--- src/rtl/ps2_key_event_rx.sv ---
// ps2_key_event_rx: PS/2 keyboard receiver producing filtered key events.
// Samples the PS/2 clock/data lines, deframes 11-bit frames, folds E0/F0
// prefixes into {break, extended, code} events, suppresses typematic
// repeats and queues events in a FIFO with a valid/ready pop port.
// Optional feature: define PS2_PARITY_CHECK_EN to reject frames whose
// data+parity bits are not odd; otherwise the parity bit is ignored.
module ps2_key_event_rx #(
  parameter int FIFO_DEPTH     = 8,
  parameter int SYNC_STAGES    = 2,
  parameter int TIMEOUT_CYCLES = 50000
) (
  input  logic                          iCLK,
  input  logic                          iRST_n,
  input  logic                          iPS2_CLK,
  input  logic                          iPS2_DAT,
  output logic [9:0]                    oEVT_DATA,
  output logic                          oEVT_VALID,
  input  logic                          iEVT_READY,
  output logic [$clog2(FIFO_DEPTH):0]   oFIFO_COUNT,
  output logic                          oOVERFLOW,
  input  logic                          iOVF_CLR,
  output logic                          oFRAME_ERR
);

  localparam int AW = $clog2(FIFO_DEPTH);
  localparam int TW = $clog2(TIMEOUT_CYCLES + 1);
  localparam logic [TW-1:0] TO_LAST  = TW'(TIMEOUT_CYCLES - 1);
  localparam logic [TW-1:0] TO_ONE   = TW'(1);
  localparam logic [AW:0]   PTR_ONE  = (AW + 1)'(1);
  localparam logic [AW:0]   DEPTH_L  = (AW + 1)'(FIFO_DEPTH);

  typedef enum logic [1:0] {S_IDLE, S_DATA, S_PARITY, S_STOP} state_t;

  // ---------------------------------------------------------------
  // Input synchronisation and falling-edge detection
  // ---------------------------------------------------------------
  logic [SYNC_STAGES-1:0] clk_sync_reg;
  logic [SYNC_STAGES-1:0] dat_sync_reg;
  logic                   clk_prev_reg;
  logic                   ps2_clk_s;
  logic                   ps2_dat_s;
  logic                   ps2_fall;

  // Bring the asynchronous PS/2 lines into the iCLK domain; idle lines are high.
  always_ff @(posedge iCLK or negedge iRST_n) begin
    if (!iRST_n) begin
      clk_sync_reg <= '1;
      dat_sync_reg <= '1;
      clk_prev_reg <= 1'b1;
    end else begin
      clk_sync_reg <= {clk_sync_reg[SYNC_STAGES-2:0], iPS2_CLK};
      dat_sync_reg <= {dat_sync_reg[SYNC_STAGES-2:0], iPS2_DAT};
      clk_prev_reg <= clk_sync_reg[SYNC_STAGES-1];
    end
  end

  assign ps2_clk_s = clk_sync_reg[SYNC_STAGES-1];
  assign ps2_dat_s = dat_sync_reg[SYNC_STAGES-1];
  assign ps2_fall  = clk_prev_reg & ~ps2_clk_s;

  // ---------------------------------------------------------------
  // Frame FSM
  // ---------------------------------------------------------------
  state_t         state_reg, state_next;
  logic [2:0]     bit_cnt_reg;
  logic [7:0]     shift_reg;
  logic [TW-1:0]  timeout_cnt_reg;
  logic           timeout;
  logic           parity_ok;
  logic           frame_err_next, frame_err_reg;
  logic           byte_ok_next, byte_strobe_reg;
  logic [7:0]     byte_reg;

  // A frame in progress is abandoned after TIMEOUT_CYCLES without an edge.
  assign timeout = (state_reg != S_IDLE) && !ps2_fall && (timeout_cnt_reg == TO_LAST);

`ifdef PS2_PARITY_CHECK_EN
  logic parity_reg;
  assign parity_ok = ^{parity_reg, shift_reg};
`else
  assign parity_ok = 1'b1;
`endif

  // State register.
  always_ff @(posedge iCLK or negedge iRST_n) begin
    if (!iRST_n) state_reg <= S_IDLE;
    else         state_reg <= state_next;
  end

  // Next-state logic: advance one step per PS/2 falling edge.
  always_comb begin
    state_next = state_reg;
    case (state_reg)
      S_IDLE:   if (ps2_fall && !ps2_dat_s) state_next = S_DATA;
      S_DATA: begin
        if (ps2_fall && bit_cnt_reg == 3'd7) state_next = S_PARITY;
        else if (timeout)                    state_next = S_IDLE;
      end
      S_PARITY: begin
        if (ps2_fall)     state_next = S_STOP;
        else if (timeout) state_next = S_IDLE;
      end
      S_STOP:   if (ps2_fall || timeout) state_next = S_IDLE;
      default:  state_next = S_IDLE;
    endcase
  end

  // Output logic: byte acceptance and frame-error detection.
  always_comb begin
    frame_err_next = 1'b0;
    byte_ok_next   = 1'b0;
    if (timeout) begin
      frame_err_next = 1'b1;
    end else if (ps2_fall) begin
      if (state_reg == S_IDLE && ps2_dat_s) begin
        frame_err_next = 1'b1;
      end else if (state_reg == S_STOP) begin
        if (ps2_dat_s && parity_ok) byte_ok_next   = 1'b1;
        else                        frame_err_next = 1'b1;
      end
    end
  end

  // Frame datapath: shift data bits LSB first, count bits, run the timeout.
  always_ff @(posedge iCLK or negedge iRST_n) begin
    if (!iRST_n) begin
      bit_cnt_reg     <= 3'd0;
      shift_reg       <= 8'd0;
      timeout_cnt_reg <= '0;
`ifdef PS2_PARITY_CHECK_EN
      parity_reg      <= 1'b0;
`endif
    end else begin
      if (state_reg == S_IDLE || ps2_fall) timeout_cnt_reg <= '0;
      else                                 timeout_cnt_reg <= timeout_cnt_reg + TO_ONE;
      if (ps2_fall) begin
        case (state_reg)
          S_IDLE: bit_cnt_reg <= 3'd0;
          S_DATA: begin
            shift_reg   <= {ps2_dat_s, shift_reg[7:1]};
            bit_cnt_reg <= bit_cnt_reg + 3'd1;
          end
`ifdef PS2_PARITY_CHECK_EN
          S_PARITY: parity_reg <= ps2_dat_s;
`endif
          default: ;
        endcase
      end
    end
  end

  // Register the accepted byte and the error pulse for the next stage.
  always_ff @(posedge iCLK or negedge iRST_n) begin
    if (!iRST_n) begin
      frame_err_reg   <= 1'b0;
      byte_strobe_reg <= 1'b0;
      byte_reg        <= 8'd0;
    end else begin
      frame_err_reg   <= frame_err_next;
      byte_strobe_reg <= byte_ok_next;
      if (byte_ok_next) byte_reg <= shift_reg;
    end
  end

  assign oFRAME_ERR = frame_err_reg;

  // ---------------------------------------------------------------
  // Prefix decoder and typematic repeat filter
  // ---------------------------------------------------------------
  logic       ext_pend_reg, brk_pend_reg;
  logic [8:0] last_make_reg;
  logic       held_valid_reg;
  logic       is_e0, is_f0, is_junk;
  logic       evt_form;
  logic [8:0] evt_key;
  logic       key_match;
  logic       push;
  logic [9:0] push_data;

  assign is_e0     = (byte_reg == 8'hE0);
  assign is_f0     = (byte_reg == 8'hF0);
  assign is_junk   = (byte_reg == 8'hAA) || (byte_reg == 8'hFA) || (byte_reg == 8'hEE) ||
                     (byte_reg == 8'hFE) || (byte_reg == 8'h00) || (byte_reg == 8'hFF);
  assign evt_form  = byte_strobe_reg && !is_e0 && !is_f0 && !is_junk;
  assign evt_key   = {ext_pend_reg, byte_reg};
  assign key_match = held_valid_reg && (evt_key == last_make_reg);
  assign push      = evt_form && (brk_pend_reg || !key_match);
  assign push_data = {brk_pend_reg, ext_pend_reg, byte_reg};

  // Track pending prefixes and the currently held key.
  always_ff @(posedge iCLK or negedge iRST_n) begin
    if (!iRST_n) begin
      ext_pend_reg   <= 1'b0;
      brk_pend_reg   <= 1'b0;
      last_make_reg  <= 9'd0;
      held_valid_reg <= 1'b0;
    end else if (byte_strobe_reg) begin
      if (is_e0) begin
        ext_pend_reg <= 1'b1;
      end else if (is_f0) begin
        brk_pend_reg <= 1'b1;
      end else begin
        ext_pend_reg <= 1'b0;
        brk_pend_reg <= 1'b0;
      end
      if (evt_form) begin
        if (!brk_pend_reg) begin
          if (!key_match) begin
            last_make_reg  <= evt_key;
            held_valid_reg <= 1'b1;
          end
        end else if (key_match) begin
          held_valid_reg <= 1'b0;
        end
      end
    end
  end

  // ---------------------------------------------------------------
  // Event FIFO
  // ---------------------------------------------------------------
  logic [9:0]  mem [FIFO_DEPTH];
  logic [AW:0] wr_ptr_reg, rd_ptr_reg;
  logic [AW:0] fifo_count;
  logic        fifo_full;
  logic        pop;
  logic        push_ok;
  logic        ovf_set;
  logic        ovf_reg;

  assign fifo_count = wr_ptr_reg - rd_ptr_reg;
  assign fifo_full  = (fifo_count == DEPTH_L);
  assign oEVT_VALID = (fifo_count != '0);
  assign pop        = oEVT_VALID && iEVT_READY;
  assign push_ok    = push && (!fifo_full || pop);
  assign ovf_set    = push && fifo_full && !pop;

  // Storage write; contents need no reset because the head is gated by valid.
  always_ff @(posedge iCLK) begin
    if (push_ok) mem[wr_ptr_reg[AW-1:0]] <= push_data;
  end

  // Pointer update and sticky overflow flag (set beats clear).
  always_ff @(posedge iCLK or negedge iRST_n) begin
    if (!iRST_n) begin
      wr_ptr_reg <= '0;
      rd_ptr_reg <= '0;
      ovf_reg    <= 1'b0;
    end else begin
      if (push_ok) wr_ptr_reg <= wr_ptr_reg + PTR_ONE;
      if (pop)     rd_ptr_reg <= rd_ptr_reg + PTR_ONE;
      if (ovf_set)       ovf_reg <= 1'b1;
      else if (iOVF_CLR) ovf_reg <= 1'b0;
    end
  end

  assign oEVT_DATA   = oEVT_VALID ? mem[rd_ptr_reg[AW-1:0]] : 10'd0;
  assign oFIFO_COUNT = fifo_count;
  assign oOVERFLOW   = ovf_reg;

endmodule

--- config.mk ---
export PLATFORM = sky130hd
export DESIGN_NAME = ps2_key_event_rx
export DESIGN_NICKNAME = d
export VERILOG_FILES = /design/src/rtl/ps2_key_event_rx.sv
export SDC_FILE = /design/constraint.sdc
export NUM_CORES = 1
export LEC_CHECK = 0
export BUFFER_PORTS_ARGS = -buffer_cell sky130_fd_sc_hd__buf_4
export CAP_MARGIN = 20
export CORE_ASPECT_RATIO = 1.75
export CORE_MARGIN = 2
export CORE_UTILIZATION = 61
export CTS_CLUSTER_SIZE = 12
export DETAILED_ROUTE_END_ITERATION = 12
export MAX_ROUTING_LAYER = met4
export PLACE_DENSITY = 0.79
export SYNTH_ARGS = -nofsm -noshare
export SYNTH_HDL_FRONTEND = slang
export SYNTH_SLANG_ARGS = --single-unit
--- constraint.sdc ---
create_clock -name iCLK -period 3.3 [get_ports iCLK]
set_input_delay 0 -clock iCLK [delete_from_list [all_inputs] [get_ports iCLK]]
set_output_delay 0 -clock iCLK [all_outputs]
set_load 0.02 [all_outputs]
# After elaboration in Yosys (flattened, before gate mapping)
# Memories as Yosys holds them, arrays and structs flattened.
# Cells that the tools add are included.
totals:
  inputBits: 6
  n_memories: 1
  output_inout_bits: 17
  mem_bits_rw: 80
  reg_bits: 65
op_classes:
  add_sub_neg: 5
  muxes: 29
  reduce_logical: 44
  bitwise: 5
  n_eq_ne: 19
memory_table:
  columns: ["memory", "words", "word_bits", "read_ports", "rd_ports_with_merged_regs", "write_ports", "line_no", "rtl"]
  rows:
  - ["mem", 8, 10, 1, 0, 1, "222", "logic [9:0] mem [FIFO_DEPTH];"]
ops:
  columns: ["op", "n"]
  rows:
  - ["$eq 8x8->1 const B", 7]
  - ["$mux 1", 20]
  - ["$add 16x1->16 const B", 1]
  - ["$eq 16x16->1 const B", 1]
  - ["$mux 16", 1]
  - ["$logic_and 1x1->1", 14]
  - ["$mux 10", 1]
  - ["$mux 2", 5]
  - ["$reduce_and 2->1", 5]
  - ["$eq 9x9->1", 1]
  - ["$logic_or 1x1->1", 9]
  - ["$add 4x1->4 const B", 2]
  - ["$logic_not 1->1", 8]
  - ["$logic_not 8->1", 1]
  - ["$ne 2x2->1 const B", 4]
  - ["$pmux 2 s4", 1]
  - ["$reduce_and 4->1", 2]
  - ["$pmux 3 s2", 1]
  - ["$reduce_bool 2->1", 3]
  - ["$eq 2x2->1 const B", 2]
  - ["$eq 4x4->1 const B", 1]
  - ["$not 1->1", 4]
  - ["$reduce_bool 4->1", 1]
  - ["$sub 4x4->4", 1]
  - ["other kinds (6)", 6]

# Longest topological paths before layout
# Gate-level depths: netlist (run 1).
logic_depth:
  ltp_word: 12
  ltp_mapped: 8
  depth_no_buf: 8

# Least setup slack after synthesis (run 1)
# OpenSTA, ideal clock, no wires.
synth_timing:
  kind: "reg2reg"
  start: "reg rd_ptr_reg[1]"
  end: "mem mem[1][0], enable pin"
  arrival_ps: 2581
  stages_incl_launch_ff: 9
  setup_slack_ps: 334
  cell_sequence: "dfrtp_1 > clkbuf_1 > inv_1 > ha_1 > nand3b_1 > a21oi_1 > nor4_4 > nor3_4 > nor4b_2"
synth_via:
  elab_chain_len: 7
  word_cells_on_any_way: 9
  cone_classes: "add/sub (1); eq/ne (1); mux (2); reduce/logical (5)"
synth_lines:
  columns: ["item", "line_no", "rtl"]
  rows:
  - ["start, declared", "223", "logic [AW:0] wr_ptr_reg, rd_ptr_reg;"]
  - ["start signal, assigned", "251", "if (pop) rd_ptr_reg <= rd_ptr_reg + PTR_ONE;"]
  - ["$sub 4x4->4 *", "231", "assign fifo_count = wr_ptr_reg - rd_ptr_reg;"]
  - ["$eq 4x4->1 / $reduce_bool 4->1 (equally long branches)", "232, 233", null]
  - ["$logic_not 1->1 / $logic_and 1x1->1 (equally long branches)", "235, 234", null]
  - ["$logic_or 1x1->1 *", "235", "assign push_ok = push && (!fifo_full || pop);"]
  - ["$logic_and 1x1->1 *", "235", null]
  - ["$mux 1 *", "240", "if (push_ok) mem[wr_ptr_reg[AW-1:0]] <= push_data;"]
  - ["$mux 1 (implied by the code) *", "240", null]
  - ["end, declared", "222", null]
# Every way passes the cells marked *; elsewhere a longest branch is shown, timed or not.

# Worst setup path after layout (run 1)
layout_timing:
  start: "reg wr_ptr_reg[0]"
  end: "mem mem[6][1], enable pin"
layout_via:
  elab_chain_len: 7
  word_cells_on_any_way: 9
  cone_classes: "add/sub (1); eq/ne (1); mux (2); reduce/logical (5)"
layout_lines:
  columns: ["item", "line_no", "rtl"]
  rows:
  - ["start, declared", "223", null]
  - ["start signal, assigned", "250", "if (push_ok) wr_ptr_reg <= wr_ptr_reg + PTR_ONE;"]
  - ["$sub 4x4->4", "231", null]
  - ["$eq 4x4->1 / $reduce_bool 4->1 (equally long branches)", "232, 233", null]
  - ["$logic_not 1->1 / $logic_and 1x1->1 (equally long branches)", "235, 234", null]
  - ["$logic_or 1x1->1", "235", null]
  - ["$logic_and 1x1->1", "235", null]
  - ["$mux 1", "240", null]
  - ["$mux 1 (implied by the code)", "240", null]
# Parallel ways exist; a longest one is shown, timed or not.

==> results of run 1 <==
## per-stage QoR
| step | hold WS [ns] | power (W) | area (um^2) |
|---|---|---|---|
| floorplan | -0.296 | 0.00323 | 6160 |
| global placement | 0.110 | 0.00375 | 6540 |
| detailed placement | 0.110 | 0.00380 | 6540 |
| CTS | 0.220 | 0.00579 | 7230 |
| global route | 0.229 | 0.00598 | 7230 |
| finish | 0.219 | 0.00576 | 7230 |
## cell type report
class | instances | area (um^2)
sequential | 145 | 4040
clock buffer | 26 | 582
clock inverter | 6 | 57.6
inverter | 15 | 56.3
multi-input combinational | 238 | 2020
timing repair buffer | 41 | 320
tap | 125 | 156
fill | 628 | 2620
## worst max path at each step
stage,slack (ns),start,end,depth (start not counted)
global route,0.23,rd_ptr_reg[2],mem[5][4],7
global placement,0.55,wr_ptr_reg[0],mem[0][8],8
floorplan,0.33,rd_ptr_reg[1],mem[1][0],8
finish,0.39,wr_ptr_reg[0],mem[6][1],8
detailed placement,0.42,wr_ptr_reg[0],mem[6][9],8
CTS,0.41,wr_ptr_reg[0],mem[6][1],8
## routing by layer
metal	track usage [%]	up-vias	share of wire (%)
met5	-	-	0
met4	10.7	0	3.0
met3	5.74	35	3.2
met2	47.7	110	59
met1	26.9	1810	35
li1	-	1610	-
## power by group
part	switching, W	internal, W
registers	0.000137	0.00207
clock network	0.000695	0.00129
logic	0.000896	0.000675
total	0.00173	0.00404
## placed cells by master, fill, tap and decap left out, types with 3 or more instances in the layout
master,instances
mux4_2,20
nand2_1,40
mux2_2,17
and3_1,4
ha_1,10
nand3_1,11
nor2_1,24
clkinv_2,3
dfrtp_1,60
xor2_1,20
nor3_1,3
clkbuf_16,21
nor4_1,4
or3_1,3
nand4_1,5
buf_4,36
o21ai_0,10
clkbuf_8,3
a21oi_1,17
and4_1,3
dlygate4sd3_1,5
edfxtp_1,80
dfstp_2,5
mux2_1,10
inv_1,15
nor4b_2,3
xnor2_1,9
## cells by family after synthesis
kind of cell	synth area share [%]
adders and majority gates	2.36
DFF	65.5
muxes	12.2
buffers and inverters	1.71
xor gates and xnor gates	4.12
AOI/OAI and AO/OA	4.08
and+or+nand+nor	9.99
## timing repair
item,4_1_cts,5_1_grt
setup buffers,0,0
endpoints found under the setup margin,0,0
hold buffers,5,0
hold endpoints to repair,64,0
## worst max-delay path: stages, from the launching register on
cell,delay (ns)
dfrtp_1,0.41
inv_1,0.16
ha_1,0.26
fa_1,0.38
xor2_1,0.16
nand3_1,0.16
nor4_4,0.09
nor3_4,0.34
and4_1,0.58
==> impl_results.md, run 1 <==
- Cells on worst reg2reg path: 8
- Fin crit share: 88.2%
- Vias in the first global route: 3793
- Max reg flops: 80
- CP Launch Type: register
- Pwr Density: 797 nW/um^2
- Post-synthesis async set-or-reset flop share: 44.8%
- Worst slew pin tran: 0.839 ns
- Distinct cell type count after synthesis: 45
- Core Box Area: 9850 um^2
- Reg2reg setup slack: 0.39 ns
- Global-route wire length before repair: 20000 um
- Routed Antenna Nets: 0
- Initial DRC Count: 310
- Post-Layout Cell Count: 596
- Cts repair resizes: 0
- Type of the tightest min-delay check: input pin to asynchronous set/reset pin
- Top cells by area, synth: edfxtp_1, dfrtp_1, mux4_2, mux2_2, xor2_1
- Fmax: 0.344 GHz
- Row count: 48
- Cell taking the most area after synthesis: edfxtp_1
- Final min period: 2.91 ns
- Finish-stage setup viols: 0
- Syn Inst Count: 410
- Die Y: 137 um
- Setup Crit Path Kind: register to register
- Critical R2R Launch: wr_ptr_reg[0]
- Max clock buf depth: 2
- Max VDD drop: 0.000567 V
- Gr usage total: 26.3%
- Maxcap violations: 0
- Setup TNS: 0 ns
- Detailed-route wire length: 12500 um
- DP Worst Slack: 0.419 ns
- Die ar.: 11000 um^2
- P&R area growth vs syn: 17.3%
- Seq/Total Area, Yosys: 65.5%
- Detailed placement HPWL: 8540 um
- Setup crit end kind: register
- Number of port buffers: 22
- Final setup margin: 0.390 ns
- Initial antenna violation count: 0
- H-tree levels: 4
- Max Clock Skew: 0.0106 ns
- Synth Cell Area: 6160 um^2
- Lkg Pwr: 2.92 nW
- R2r endpoint: mem[6][1]
- Flops & latches, synth: 145
- Final core occ: 73.4%
- Final Hold Fails: 0
- Pin count of the biggest net entering global routing: 66
- Ant diodes: 0
- CTS tree: built
- GPL Wtd Cong: 0.892
- RSZ-0062 raised after global routing: false
- Post-route DRC: 0
- Max-Slew Margin vs Limit: 43.6%
- CTS buffer count: 17
- Layout cell share with drive strength beyond 1: 26.1%
- Outcome: finished, final reports clean
- Clock Tree Root: clkbuf_16
- Synth top area share: 39.0%
- Pre-antenna DRT Iters: 4
- Synth top cells by count: edfxtp_1, dfrtp_1, nand2_1
- Placed cell count: 559
- Initial Util: 62.6%
- Die W: 80.0 um
- Data required time of the worst path: 3.35 ns
- Final nets: 475
- WP data arrival: 2.96 ns
- Via density: 5.98
- Clock latency on the worst-skew pair: 0.42 ns
- Syn_nets: 427
- Most common cell in the netlist: edfxtp_1
- Clk pin slew, worst setup/hold paths: 0.06 ns
- Syn. warnings: 0
- GR Overflow Total: 0
- Synth Flop Type: edfxtp_1
- Sink Count: 145
- WL/cell: 21.0 um
- Vias: 3565
- Critical Path Fanout Max: 10
- Num ports: 23
- Syn avg cell area: 15.0 um^2
- Max-slew violation count: 0
- EDFF count, synth: 80
Note: power is estimated with default switching activity, not from simulation.
==> run 2: changes to the inputs <==
--- a/config.mk
+++ b/config.mk
@@ -14,6 +14,8 @@
 export DETAILED_ROUTE_END_ITERATION = 12
 export MAX_ROUTING_LAYER = met4
 export PLACE_DENSITY = 0.79
+export RECOVER_POWER = 25
+export SETUP_SLACK_MARGIN = 0.5
 export SYNTH_ARGS = -nofsm -noshare
 export SYNTH_HDL_FRONTEND = slang
 export SYNTH_SLANG_ARGS = --single-unit
==> run 2 against run 1 <==
Compared with the run above:
- wire length increased by 1.4%
- hold slack gained 0.027 ns
- critical path depth is the same
- power rose by 0.77%
- critical path type is now register to primary output
- design area is 1.0% higher
- maximum frequency increased by 5.5%
- highest routed layer unchanged
- the flow now finishes with violations (max-capacitance violations, max-slew violations)
==> impl_results.md, run 2 (synthesized netlist as in run 1, its figures left out) <==
- Outcome: complete, but fails checks
- Failing checks: max-capacitance violations, max-slew violations
- Critical Path Fanout Max: 13
- Commonest non-fill, non-tap cell in the layout: edfxtp_1
- Initial DRC Count: 300
- Max Clock Skew: 0.00635 ns
- Detailed-route wire length: 12700 um
- Global-route wire length before repair: 20000 um
- Finish-stage setup viols: 0
- Switching fraction of total power: 30.1%
- Clock latency on the worst-skew pair: 0.41 ns
- Logic pwr share: 27.7%
- Setup crit end kind: primary output
- Fillers: 613
- Max reg flops: 80
- Max-Slew Margin vs Limit: -2.88%
- Placed cell count: 559
- WL/cell: 21.1 um
- H-tree levels: 4
- Routed Antenna Nets: 0
- Initial antenna violation count: 0
- Worst Setup SP: wr_ptr_reg[0]
- Commonest cells after routing, fill and taps aside: edfxtp_1, dfrtp_1, nand2_1, buf_4, nor2_1
- Initial Util: 62.6%
- GPL Wtd Cong: 0.892
- Number of port buffers: 22
- Pre-antenna DRT Iters: 4
- Data required time of the worst path: 3.30 ns
- WP data arrival: 2.76 ns
- Die W: 80.0 um
- Final min period: 2.76 ns
- Vias in the first global route: 3795
- Clk pin slew, worst setup/hold paths: 0.06 ns
- Type of the tightest min-delay check: input pin to register
- Final nets: 482
- Internal: 0.00406 W
- P&R area growth vs syn: 18.5%
- Row count: 48
- RSZ-0062 raised after global routing: false
- Pin count of the biggest net entering global routing: 66
- Cell area after layout: 7300 um^2
- Final Hold Slack: 0.246 ns
- Post-route DRC: 0
- GR Overflow Total: 0
- CP Launch Type: register
- Core Box Area: 9850 um^2
- Vias: 3619
- Min-delay src: iPS2_CLK
- Pwr Total: 0.00581 W
- Detailed placement HPWL: 8540 um
- Worst slew pin tran: 1.54 ns
- Maxcap violations: 1
- CTS buffer count: 17
- Sequential share of power: 38.1%
- Setup Crit Path Kind: register to primary output
- Part of the power in the clock network: 34.3%
- Ant diodes: 0
- Max clock buf depth: 2
- Post-Layout Cell Count: 603
- Critical R2R Launch: wr_ptr_reg[0]
- Via density: 6.00
- Fmax: 0.362 GHz
- Layout cell share with drive strength beyond 1: 28.7%
- Fin crit share: 83.6%
- Gr usage total: 26.3%
- Die ar.: 11000 um^2
- Max VDD drop: 0.000568 V
- Pwr Density: 795 nW/um^2
- Lkg Pwr: 2.94 nW
- Final Hold Fails: 0
- Sink Count: 145
- Num ports: 23
- Die Y: 137 um
- CTS tree: built
- Max-slew violation count: 66
- Clock Tree Root: clkbuf_16
- Dpl cell area: 6540 um^2
- Switching power total: 0.00175 W
- Setup TNS: 0 ns
run 2: path summary, 6_finish.rpt:
| path | end | depth (start not counted) | slack (ns) |
|---|---|---|---|
| worst max-delay path | oEVT_DATA[3] | 8 | 0.54 |
| worst max register to register | mem[6][1] | 8 | 0.55 |
| worst min-delay path | clk_sync_reg[0] | 2 | 0.25 |
| worst min register to register | dat_sync_reg[1] | 0 | 0.36 |
| max in group asynchronous | byte_reg[7] | 2 | 1.87 |
| min in group asynchronous | timeout_cnt_reg[3] | 2 | 0.51 |
run 2: area by class of cell:
| cell class | count | area (um^2) | share of cell area, % |
|---|---|---|---|
| multi-input cells | 238 | 2040 | 27.9 |
| flip-flops and latches | 145 | 4040 | 55.3 |
| clock inverters | 6 | 57.6 | 0.788 |
| repair buffers | 48 | 375 | 5.14 |
| clock buffers | 26 | 582 | 7.97 |
| inverters | 15 | 60.1 | 0.822 |
| well taps | 125 | 156 | 2.14 |
run 2: power groups by stage:
stage	logic [W]	registers [W]	clock network [W]
final	0.00161	0.00221	0.00199
after global routing	0.00171	0.00223	0.00208
after global placement	0.00152	0.00223	0
after floorplan	0.00102	0.00221	0
after detailed placement	0.00157	0.00223	0
after CTS	0.00159	0.00220	0.00200
run 2: timing repair:
action,in CTS,in global routing
setup endpoints to repair,50,92
setup buffers,0,7
resized for setup,5,5
pin swaps,0,3
hold buffers,5,0
endpoints found under the hold margin,64,0
run 2: critical path: stages, from the launching register on:
cell and delay, ns:
dfrtp_1 0.44, inv_2 0.12, ha_1 0.24, fa_1 0.38
xor2_1 0.24, nand3_2 0.15, o21ba_2 0.49, a21oi_1 0.11
buf_4 0.18
run 2: through the flow:
step / setup WS [ns] / util, %
2_1_floorplan: 0.334 / -
3_3_place_gp: 0.546 / 66.4
3_5_place_dp: 0.419 / 66.4
4_1_cts: 0.529 / 73.5
5_1_grt: 0.410 / 74.1
6_report: 0.540 / 74.1
run 2: per-layer routing:
metal / GRT usage [%] / vias to the layer above / wire (um)
li1: - / 1631 / -
met1: 26.9 / 1844 / 4470
met2: 47.7 / 114 / 7390
met3: 5.74 / 30 / 504
met4: 10.7 / 0 / 357
met5: - / - / 0
